## src/rtl/lr_sfr_pkg.sv

```systemverilog
`default_nettype none
// ============================================================================
// Module      : lr_sfr_pkg
// Description : Types and helpers shared by the left/right shift SFR family
//               (transmit-side shifter and receive-side deshifter).
// Options     : DESHIFT_PARITY_EN (PAR state is used only when defined)
// Revision    : 1.0 - initial release
// ============================================================================
package lr_sfr_pkg;

  // Word-assembly progress of a deshifter
  typedef enum logic [1:0] {
    IDLE = 2'd0,
    FILL = 2'd1,
    PAR  = 2'd2,
    HOLD = 2'd3
  } sfr_state_e;

  // Direction latched on the first bit of a word
  typedef enum logic {
    DIR_LEFT  = 1'b0,
    DIR_RIGHT = 1'b1
  } sfr_dir_e;

  // Bit-counter width able to hold the value SIZE itself
  function automatic int cw_of(input int size);
    return $clog2(size + 1);
  endfunction

  localparam int C_DEFAULT_SIZE = 32;
  localparam int C_DEFAULT_CW   = cw_of(C_DEFAULT_SIZE);

endpackage
`default_nettype wire

```

## src/rtl/lr_deshift_sfr_if.sv

```systemverilog
`default_nettype none
// ============================================================================
// Module      : lr_deshift_sfr_if
// Description : Serial-input and parallel-output handshake bundle of the
//               deshift SFR. The slave modport is the SFR, master the peer.
// Options     : DESHIFT_PARITY_EN adds parity_err
// Revision    : 1.0 - initial release
// ============================================================================
interface lr_deshift_sfr_if
  import lr_sfr_pkg::*;
#(
  parameter int SIZE = 32
) ();
  localparam int CW = cw_of(SIZE);

  logic            sin;
  logic            sin_valid;
  logic            sin_ready;
  logic            left;
  logic            right;
  logic [SIZE-1:0] Q;
  logic [CW-1:0]   cnt;
  logic            out_valid;
  logic            out_ready;
`ifdef DESHIFT_PARITY_EN
  logic            parity_err;
`endif

  modport slave (
    input  sin, sin_valid, left, right, out_ready,
`ifdef DESHIFT_PARITY_EN
    output parity_err,
`endif
    output sin_ready, Q, cnt, out_valid
  );

  modport master (
    output sin, sin_valid, left, right, out_ready,
`ifdef DESHIFT_PARITY_EN
    input  parity_err,
`endif
    input  sin_ready, Q, cnt, out_valid
  );

endinterface
`default_nettype wire

```

## src/rtl/sfr_bit_counter.sv

```systemverilog
`default_nettype none
// ============================================================================
// Module      : sfr_bit_counter
// Description : Bit counter for the SFR family. Synchronous clear wins over
//               enable; term flags the increment that brings cnt to SIZE.
// Revision    : 1.0 - initial release
// ============================================================================
module sfr_bit_counter #(
  parameter int SIZE = 32,
  parameter int CW   = $clog2(SIZE + 1)
) (
  input  wire logic          clk,
  input  wire logic          rst_n,
  input  wire logic          clr,
  input  wire logic          en,
  output logic [CW-1:0]      cnt,
  output logic               term
);
  localparam logic [CW-1:0] c_last = CW'(SIZE - 1);

  logic [CW-1:0] r_cnt;

  assign cnt  = r_cnt;
  assign term = en && !clr && (r_cnt == c_last);

  // Count accepted bits; clear takes priority over counting
  always_ff @(posedge clk or negedge rst_n) begin
    if (!rst_n) begin
      r_cnt <= '0;
    end else if (clr) begin
      r_cnt <= '0;
    end else if (en) begin
      r_cnt <= r_cnt + CW'(1);
    end
  end

endmodule
`default_nettype wire

```

## src/rtl/lr_deshift_sfr.sv

```systemverilog
`default_nettype none
// ============================================================================
// Module      : lr_deshift_sfr
// Description : Serial-in, parallel-out SFR. Shifts bits in MSB-first (left)
//               or LSB-first (right) and offers the SIZE-bit word through a
//               valid/ready handshake.
// Options     : DESHIFT_PARITY_EN - take one even-parity bit after the data
//               bits and report parity_err alongside the word
// Revision    : 1.0 - initial release
// ============================================================================
module lr_deshift_sfr
  import lr_sfr_pkg::*;
#(
  parameter  int SIZE = 32,
  localparam int CW   = cw_of(SIZE)
) (
  input  wire logic       clk,
  input  wire logic       rst_n,
  input  wire logic       clr,
  lr_deshift_sfr_if.slave bus
);
  sfr_state_e      r_state;
  sfr_dir_e        r_dir;
  logic [SIZE-1:0] r_q;
  logic            r_out_valid;
  logic            w_sin_ready;
  logic            w_accept;
  logic            w_count_en;
  logic            w_drain;
  logic            w_term;
  logic [CW-1:0]   w_cnt;
`ifdef DESHIFT_PARITY_EN
  logic            r_par_err;
`endif

  // Ready only when a direction is known (IDLE) or a word is in progress
  always_comb begin
    w_sin_ready = 1'b0;
    case (r_state)
      IDLE:    w_sin_ready = bus.left || bus.right;
      FILL:    w_sin_ready = 1'b1;
`ifdef DESHIFT_PARITY_EN
      PAR:     w_sin_ready = 1'b1;
`endif
      default: w_sin_ready = 1'b0;
    endcase
  end

  assign w_accept   = bus.sin_valid && w_sin_ready;
  assign w_count_en = w_accept && ((r_state == IDLE) || (r_state == FILL));
  assign w_drain    = (r_state == HOLD) && bus.out_ready;

  sfr_bit_counter #(
    .SIZE (SIZE),
    .CW   (CW)
  ) u_cnt (
    .clk   (clk),
    .rst_n (rst_n),
    .clr   (clr || w_drain),
    .en    (w_count_en),
    .cnt   (w_cnt),
    .term  (w_term)
  );

  // Word-assembly FSM: shift register, direction latch and output flags
  always_ff @(posedge clk or negedge rst_n) begin
    if (!rst_n) begin
      r_state     <= IDLE;
      r_dir       <= DIR_LEFT;
      r_q         <= '0;
      r_out_valid <= 1'b0;
`ifdef DESHIFT_PARITY_EN
      r_par_err   <= 1'b0;
`endif
    end else if (clr) begin
      r_state     <= IDLE;
      r_q         <= '0;
      r_out_valid <= 1'b0;
`ifdef DESHIFT_PARITY_EN
      r_par_err   <= 1'b0;
`endif
    end else begin
      case (r_state)
        IDLE: begin
          if (w_accept) begin
            // First bit starts from zero so stale word content never leaks in
            r_dir   <= bus.left ? DIR_LEFT : DIR_RIGHT;
            r_q     <= bus.left ? {{(SIZE-1){1'b0}}, bus.sin}
                                : {bus.sin, {(SIZE-1){1'b0}}};
            r_state <= FILL;
          end
        end
        FILL: begin
          if (w_accept) begin
            r_q <= (r_dir == DIR_LEFT) ? {r_q[SIZE-2:0], bus.sin}
                                       : {bus.sin, r_q[SIZE-1:1]};
            if (w_term) begin
`ifdef DESHIFT_PARITY_EN
              r_state     <= PAR;
`else
              r_state     <= HOLD;
              r_out_valid <= 1'b1;
`endif
            end
          end
        end
`ifdef DESHIFT_PARITY_EN
        PAR: begin
          if (w_accept) begin
            r_par_err   <= (^r_q) ^ bus.sin;
            r_state     <= HOLD;
            r_out_valid <= 1'b1;
          end
        end
`endif
        HOLD: begin
          if (bus.out_ready) begin
            r_state     <= IDLE;
            r_out_valid <= 1'b0;
`ifdef DESHIFT_PARITY_EN
            r_par_err   <= 1'b0;
`endif
          end
        end
        default: r_state <= IDLE;
      endcase
    end
  end

  assign bus.sin_ready  = w_sin_ready;
  assign bus.Q          = r_q;
  assign bus.cnt        = w_cnt;
  assign bus.out_valid  = r_out_valid;
`ifdef DESHIFT_PARITY_EN
  assign bus.parity_err = r_par_err;
`endif

endmodule
`default_nettype wire

```

## src/flat_wrapper.sv

```systemverilog
// flat-port wrapper written by rule: the top's interface ports become plain ports
module lr_deshift_sfr_flat import lr_sfr_pkg::*;
#(
  parameter  int SIZE = 32,
  localparam int CW   = cw_of(SIZE)
)
  (clk, rst_n, clr, bus_sin, bus_sin_valid, bus_left, bus_right, bus_out_ready, bus_sin_ready, bus_Q, bus_cnt, bus_out_valid);
  lr_deshift_sfr_if #(.SIZE(SIZE)) bus_i ();
  input  wire logic clk;
  input  wire logic rst_n;
  input  wire logic clr;
  input wire logic [$bits(bus_i.sin)-1:0] bus_sin;
  input wire logic [$bits(bus_i.sin_valid)-1:0] bus_sin_valid;
  input wire logic [$bits(bus_i.left)-1:0] bus_left;
  input wire logic [$bits(bus_i.right)-1:0] bus_right;
  input wire logic [$bits(bus_i.out_ready)-1:0] bus_out_ready;
  output wire logic [$bits(bus_i.sin_ready)-1:0] bus_sin_ready;
  output wire logic [$bits(bus_i.Q)-1:0] bus_Q;
  output wire logic [$bits(bus_i.cnt)-1:0] bus_cnt;
  output wire logic [$bits(bus_i.out_valid)-1:0] bus_out_valid;
  assign bus_i.sin = bus_sin;
  assign bus_i.sin_valid = bus_sin_valid;
  assign bus_i.left = bus_left;
  assign bus_i.right = bus_right;
  assign bus_i.out_ready = bus_out_ready;
  assign bus_sin_ready = bus_i.sin_ready;
  assign bus_Q = bus_i.Q;
  assign bus_cnt = bus_i.cnt;
  assign bus_out_valid = bus_i.out_valid;
  lr_deshift_sfr #(.SIZE(SIZE)) u_core (.clk(clk), .rst_n(rst_n), .clr(clr), .bus(bus_i));
endmodule
```

## config.mk

```make
export PLATFORM = sky130hd
export DESIGN_NAME = lr_deshift_sfr_flat
export DESIGN_NICKNAME = d
export VERILOG_FILES = /design/src/rtl/lr_sfr_pkg.sv /design/src/rtl/lr_deshift_sfr_if.sv /design/src/rtl/sfr_bit_counter.sv /design/src/rtl/lr_deshift_sfr.sv /design/src/flat_wrapper.sv
export SDC_FILE = /design/constraint.sdc
export NUM_CORES = 1
export LEC_CHECK = 0
export CORE_AREA = 5 5 74 76
export CTS_CLUSTER_DIAMETER = 100
export DETAILED_ROUTE_END_ITERATION = 10
export DIE_AREA = 0 0 79 81
export DONT_BUFFER_PORTS = 1
export PLACE_DENSITY_LB_ADDON = 0.2
export REMOVE_ABC_BUFFERS = 1
export SETUP_SLACK_MARGIN = 0.2
export SYNTH_ARGS = -nofsm -noshare
export SYNTH_HDL_FRONTEND = slang
export SYNTH_SLANG_ARGS = --single-unit
```

## constraint.sdc

```tcl
create_clock -name clk -period 4.6 [get_ports clk]
set_clock_uncertainty 0.1 [all_clocks]
set_input_delay 0.92 -clock clk [delete_from_list [all_inputs] [get_ports clk]]
set_output_delay 0.92 -clock clk [all_outputs]
set_load 0.05 [all_outputs]
```

==> reports/results.tsv, run 1 <==
metric	value	unit
synth warn	0	
unrepaired setup endpoints after global routing	no	
CP max FO	6	
most frequent cells in the layout	dfrtp_1 (41), nand2_1 (33), mux2i_1 (30), o31ai_1 (30), nor2_1 (11)	
Initial DRC Count	97	
delay-heaviest family, CP	simple AND/OR/NAND/NOR gates	
NumNets Final	204	
Row Count	25	
Pint	528	µW
sw power	194	µW
largest net degree at the start of global routing	43	
initial antenna violation count	0	
CTS sink cnt	42	
R2R Path End	u_core.bus.Q[21]	
VDD IR max	0.151	mV
crit share post-route	0.583	
R2R setup slack	2.35	ns
post-synth top area cell	dfrtp_1	
critical-path cell list	nor3_2, nor2_1	
gr ovfl total	0	
final setup fails	0	
Synth top area share	0.494	
Max Clk Rate	0.373	GHz
Die H	81	µm
Area Growth Syn to Fin	3.59	%
reg2reg path depth	4	
ant diodes	0	
CP startpoint kind	input pin	
CP max stage cell	nor2_1	
Relative slew margins	0.270	
CTS tree	done	
CTS Buf Count	5	
Core Box Area	0.00466	mm²
max-capacitance violation count	0	
Worst-path clk slew	0.08	ns
total stage count of the critical path	2	
status	completed	
Comb power frac	0.083	
PortBufs	0	
CP endpoint kind	output port	
Placer Congestion	0.823	
die width	79	µm
switching share of power	0.268	
DR WL/cell	17.0	µm
# IOs	48	
HP Class	in -> async	
DRC errors left	0	
Post-DRT Antenna Nets	0	
Unique masters post-synth	31	
1st-pass router iterations	4	
Reg power frac	0.582	
final-report hold violation count	0	
Post-Synthesis Cell Area	0.00213	mm²
leakage	0.000977	µW
dpl hpwl	2930	µm
Cells after Synth	203	
CP Buf/Inv Count	0	
vias in the first global route	1409	
post-cts resize count	0	
Initial Util	0.456	
RR Startpoint	u_core.r_state[0]	
CTS Root Cell	clkbuf_8	
clk_lat worst skew	0.29	ns
fillers	438	
total power draw	722	µW
setup TNS	0	ns
CTS H-tree lvls	2	
layout cell share with drive strength beyond 1	0.0663	
Setup CP Type	in -> out	
critical path's largest stage delay	0.69	ns
pre-CTS setup slack	1.91	ns
first-pass GRT wire length	7150	µm
post-route setup slack	1.92	ns
Max Slew Vio Count	0	
Synth area leaders	dfrtp_1 (49%), mux2i_1 (14%), o31ai_1 (11%)	
Required @ worst endpoint	3.58	ns
Arr. time, crit path	1.66	ns
DIE AREA	0.00640	mm²
Min Clock Period, post-route	2.68	ns
Routed WL	4250	µm
commonest non-fill, non-tap cell in the layout	dfrtp_1	
Mean Syn Cell Area	10.5	µm²
GR Util All Layers	0.141	
worst-margin pin slew	1.10	ns
postcts setup bufs	0	
number of synthesized register bits	42	
Hold Buf Count CTS	0	
clock power share	0.334	
Seq/Total Area, Yosys	0.494	
Max Root-Sink Buffers	2	
Pwr per Cell Area	328	mW/mm²
vias	1479	
Vias/cell	5.92	
-- registers in the layout, summed over array words and instances (netlist names) --
name,flops
u_core.u_cnt.cnt,6
u_core.bus.out_valid,1
u_core.bus.Q,32
u_core.r_state,2
u_core.r_dir,1
-- how the worst max path moves through the flow --
stage / endpoint / start / slack [ns]
6_report: bus_sin_ready / bus_left / 1.92
2_1_floorplan: bus_sin_ready / bus_left / 1.95
3_3_place_gp: bus_sin_ready / bus_left / 1.91
3_5_place_dp: u_core.bus.Q[21] / bus_left / 1.91
5_1_grt: bus_sin_ready / u_core.r_state[0] / 1.89
4_1_cts: bus_sin_ready / bus_left / 1.91
-- cell type report --
cell class,count,area [µm²],area share
Inverter,1,3.75,0.00170
Tap cell,54,67.6,0.0307
Clock buffer,7,86.3,0.0392
Timing Repair Buffer,1,7.51,0.00341
Clock inverter,1,5.00,0.00227
Sequential cell,42,1050,0.478
Multi-Input combinational cell,144,980,0.445
-- cell usage after synthesis (all sizes together) --
cell,instances
inv,1
nand2,33
or3b,1
a211oi,2
nand2b,3
a21oi,6
nor3,2
buf,15
o21ai,1
clkbuf,1
xnor2,4
mux2i,30
xor2,1
ha,1
nor3b,3
nand3,5
a22oi,1
nor4,1
nor2b,3
nor4b,1
a31oi,1
dfrtp,42
nor2,12
o21a,1
or3,1
o31ai,30
a32oi,1
-- power by group through the flow --
| stage | Sequential (µW) | Combinational, µW | Clock, µW |
|---|---|---|---|
| after global placement | 428 | 59.3 | 0 |
| final | 420 | 60.3 | 241 |
| after floorplan | 420 | 54.2 | 0 |
| after detailed placement | 428 | 60.6 | 0 |
| after CTS | 421 | 60.7 | 252 |
| after global routing | 424 | 65.3 | 267 |
-- logic make-up after synthesis --
kind of cell               synth area share
AOI/OAI and AO/OA                     0.149
xor gates and xnor gates             0.0206
adders and majority gates           0.00588
buffers and inverters                0.0447
DFF                                   0.494
muxes                                 0.141
and+or+nand+nor                       0.144
-- metal layers --
layer	vias up	GRT usage	wire [µm]
met3	8	0.0687	413
met2	48	0.224	1960
met5	-	0	0
met1	714	0.167	1790
li1	709	-	-
met4	0	0.0515	76
-- per-stage QoR --
stage | util | hold slack, ns | area (µm²) | cells
detailed placement | 0.453 | 0.526 | 2110 | 242
finish | 0.472 | 0.213 | 2200 | 250
floorplan | - | 0.524 | 2030 | 187
CTS | 0.472 | 0.199 | 2200 | 250
global placement | 0.453 | 0.526 | 2110 | 242
global route | 0.472 | 0.188 | 2200 | 250
Power figures use the tool's default switching activity.
==> run 2: changes to the inputs <==
clock period = 2.2 ns   (was 4.6 ns; I/O delays follow)
==> run 2 against run 1 <==
Power grew 120%. Critical path depth rose by 1. Via count up 4.3%. Die area is the same. Final cell count is 4.0% higher. Utilization increased by 2.4 points. Sequential share of layout area shrank 2.3 points. Routed wire length grew 1.9%. Non-clock buffer count increased by 10. Setup slack lost 1.6 ns. First-iteration DRC count is 2.1% lower. Combinational power grew to 3.8 times the previous value. Critical path type is now reg -> out. Largest power group unchanged.
==> reports/results.tsv, run 2 (synthesis gave the netlist of run 1 again) <==
metric	value	unit	change
CP max FO	10		+4
Post-DRT Antenna Nets	0		unchanged
setup TNS	0	ns	unchanged
Core Box Area	0.00466	mm²	unchanged
RR Startpoint	u_core.r_state[0]		
leakage	0.00103	µW	+5.9%
CP endpoint	bus_sin_ready		
Vias/cell	5.93		+0.31%
Area Growth Syn to Fin	8.89	%	
1st-pass router iterations	4		unchanged
DR WL/cell	16.6	µm	-2.0%
CTS Buf Count	5		unchanged
initial antenna violation count	0		unchanged
post-route setup slack	0.314	ns	-1.60 ns
VDD IR max	0.404	mV	+170%
vias in the first global route	1417		+0.57%
max FFs per register	32		unchanged
CTS tree	done		
CP startpoint kind	register		
reg2reg path depth	5		+1
final-report hold violation count	0		unchanged
Max Slew Vio Count	0		unchanged
Finished Core Util	0.497		+0.0242
# IOs	48		unchanged
Worst-path clk slew	0.08	ns	about the same
Worst Setup SP	u_core.r_state[0]		
Required @ worst endpoint	1.66	ns	-1.92 ns
Setup CP Type	reg -> out		
PortBufs	0		unchanged
final setup fails	0		unchanged
clk_lat worst skew	0.29	ns	about the same
largest net degree at the start of global routing	61		+42%
GR Util All Layers	0.139		-0.00277
Routed WL	4330	µm	+1.9%
commonest non-fill, non-tap cell in the layout	dfrtp_1		
crit share post-route	0.857		
NumNets Final	214		+4.9%
Max Root-Sink Buffers	2		unchanged
CP endpoint kind	output port		
Die H	81	µm	unchanged
Arr. time, crit path	1.35	ns	-0.31 ns
Row Count	25		unchanged
Pwr per Cell Area	673	mW/mm²	+110%
worst-margin pin slew	0.578	ns	-0.518 ns
status	completed		
DRC errors left	0		unchanged
dpl hpwl	2950	µm	+0.73%
R2R Path End	u_core.bus.Q[5]		
layout cell share with drive strength beyond 1	0.112		+0.0453
Placer Congestion	0.822		about the same
Max Clk Rate	0.530	GHz	
vias	1543		+4.3%
Initial Util	0.456		unchanged
R2R setup slack	0.50	ns	-1.85 ns
Relative slew margins	0.615		+0.345
first-pass GRT wire length	7070	µm	-1.2%
most frequent cells in the layout	dfrtp_1 (41), nand2_1 (33), mux2i_1 (30), o31ai_1 (30), nor2_1 (11)		
CTS H-tree lvls	2		unchanged
die width	79	µm	unchanged
ant diodes	0		unchanged
HP Class	in -> reg		
DIE AREA	0.00640	mm²	unchanged
CTS Root Cell	clkbuf_8		
gr ovfl total	0		unchanged
CTS sink cnt	42		unchanged
unrepaired setup endpoints after global routing	no		
max-capacitance violation count	0		unchanged
Initial DRC Count	95		-2.1%
pre-CTS setup slack	0.548	ns	-1.36 ns
Min Clock Period, post-route	1.89	ns	
==> run 2: cell types whose count changed in the layout (fill, tap and decap cells not counted) <==
cell / previous run / this run
buf_4: 1 / 8
buf_12: 0 / 2
clkbuf_1: 1 / 0
clkinvlp_4: 0 / 1
dlygate4sd3_1: 0 / 1
nor3_2: 1 / 0
nor3_4: 0 / 1
==> run 2: routing by layer <==
metal  GRT usage  wire, µm  share of wire
met1       0.155      1780           0.41
met4      0.0309        38         0.0088
met2       0.237      2120           0.49
met5           0         0              0
met3      0.0710       383          0.089
==> run 2: report_power, final <==
part / internal (µW) / switching (µW) / leakage, µW
Combinational: 85.8 / 143 / 0.000408
Sequential: 784 / 27.9 / 0.000579
Clock: 252 / 264 / 0.0000472
==> run 2: per-stage QoR <==
stage,std cells,total power (µW),cell area (µm²),hold slack [ns]
floorplan,187,991,2030,0.0444
global placement,250,1030,2180,0.0456
detailed placement,250,1040,2180,0.0456
CTS,260,1570,2310,0.0902
global route,260,1620,2310,0.0876
finish,260,1560,2310,0.0991
==> run 2: what timing repair did <==
item	in CTS	in global routing
endpoints found under the setup margin	0	1
gates resized for setup	0	1
setup buffers	0	0
endpoints found under the hold margin	42	0
hold buffers	2	0
==> run 2: cell type report <==
class	instances	area, µm²
fill	430	2350
sequential	42	1050
multi-input combinational	144	986
timing repair buffer	11	110
clock buffer	6	82.6
tap	54	67.6
clock inverter	2	12.5
inverter	1	3.75
==> run 2: worst max-delay path: stages (launching register included) <==
cell and delay, ns:
dfrtp_1 0.49, nor3_4 0.30, nor2_1 0.07, buf_4 0.19
==> run 2: worst min-delay path by stage <==
| stage | start | end | slack, ns | depth (start not counted) |
|---|---|---|---|---|
| CTS | clr | u_core.bus.Q[31] | 0.09 | 1 |
| global placement | rst_n | u_core.bus.Q[17] | 0.05 | 0 |
| detailed placement | rst_n | u_core.bus.Q[16] | 0.05 | 0 |
| global route | clr | u_core.bus.Q[31] | 0.09 | 1 |
| finish | clr | u_core.bus.Q[31] | 0.1 | 1 |
| floorplan | rst_n | u_core.bus.Q[0] | 0.04 | 0 |
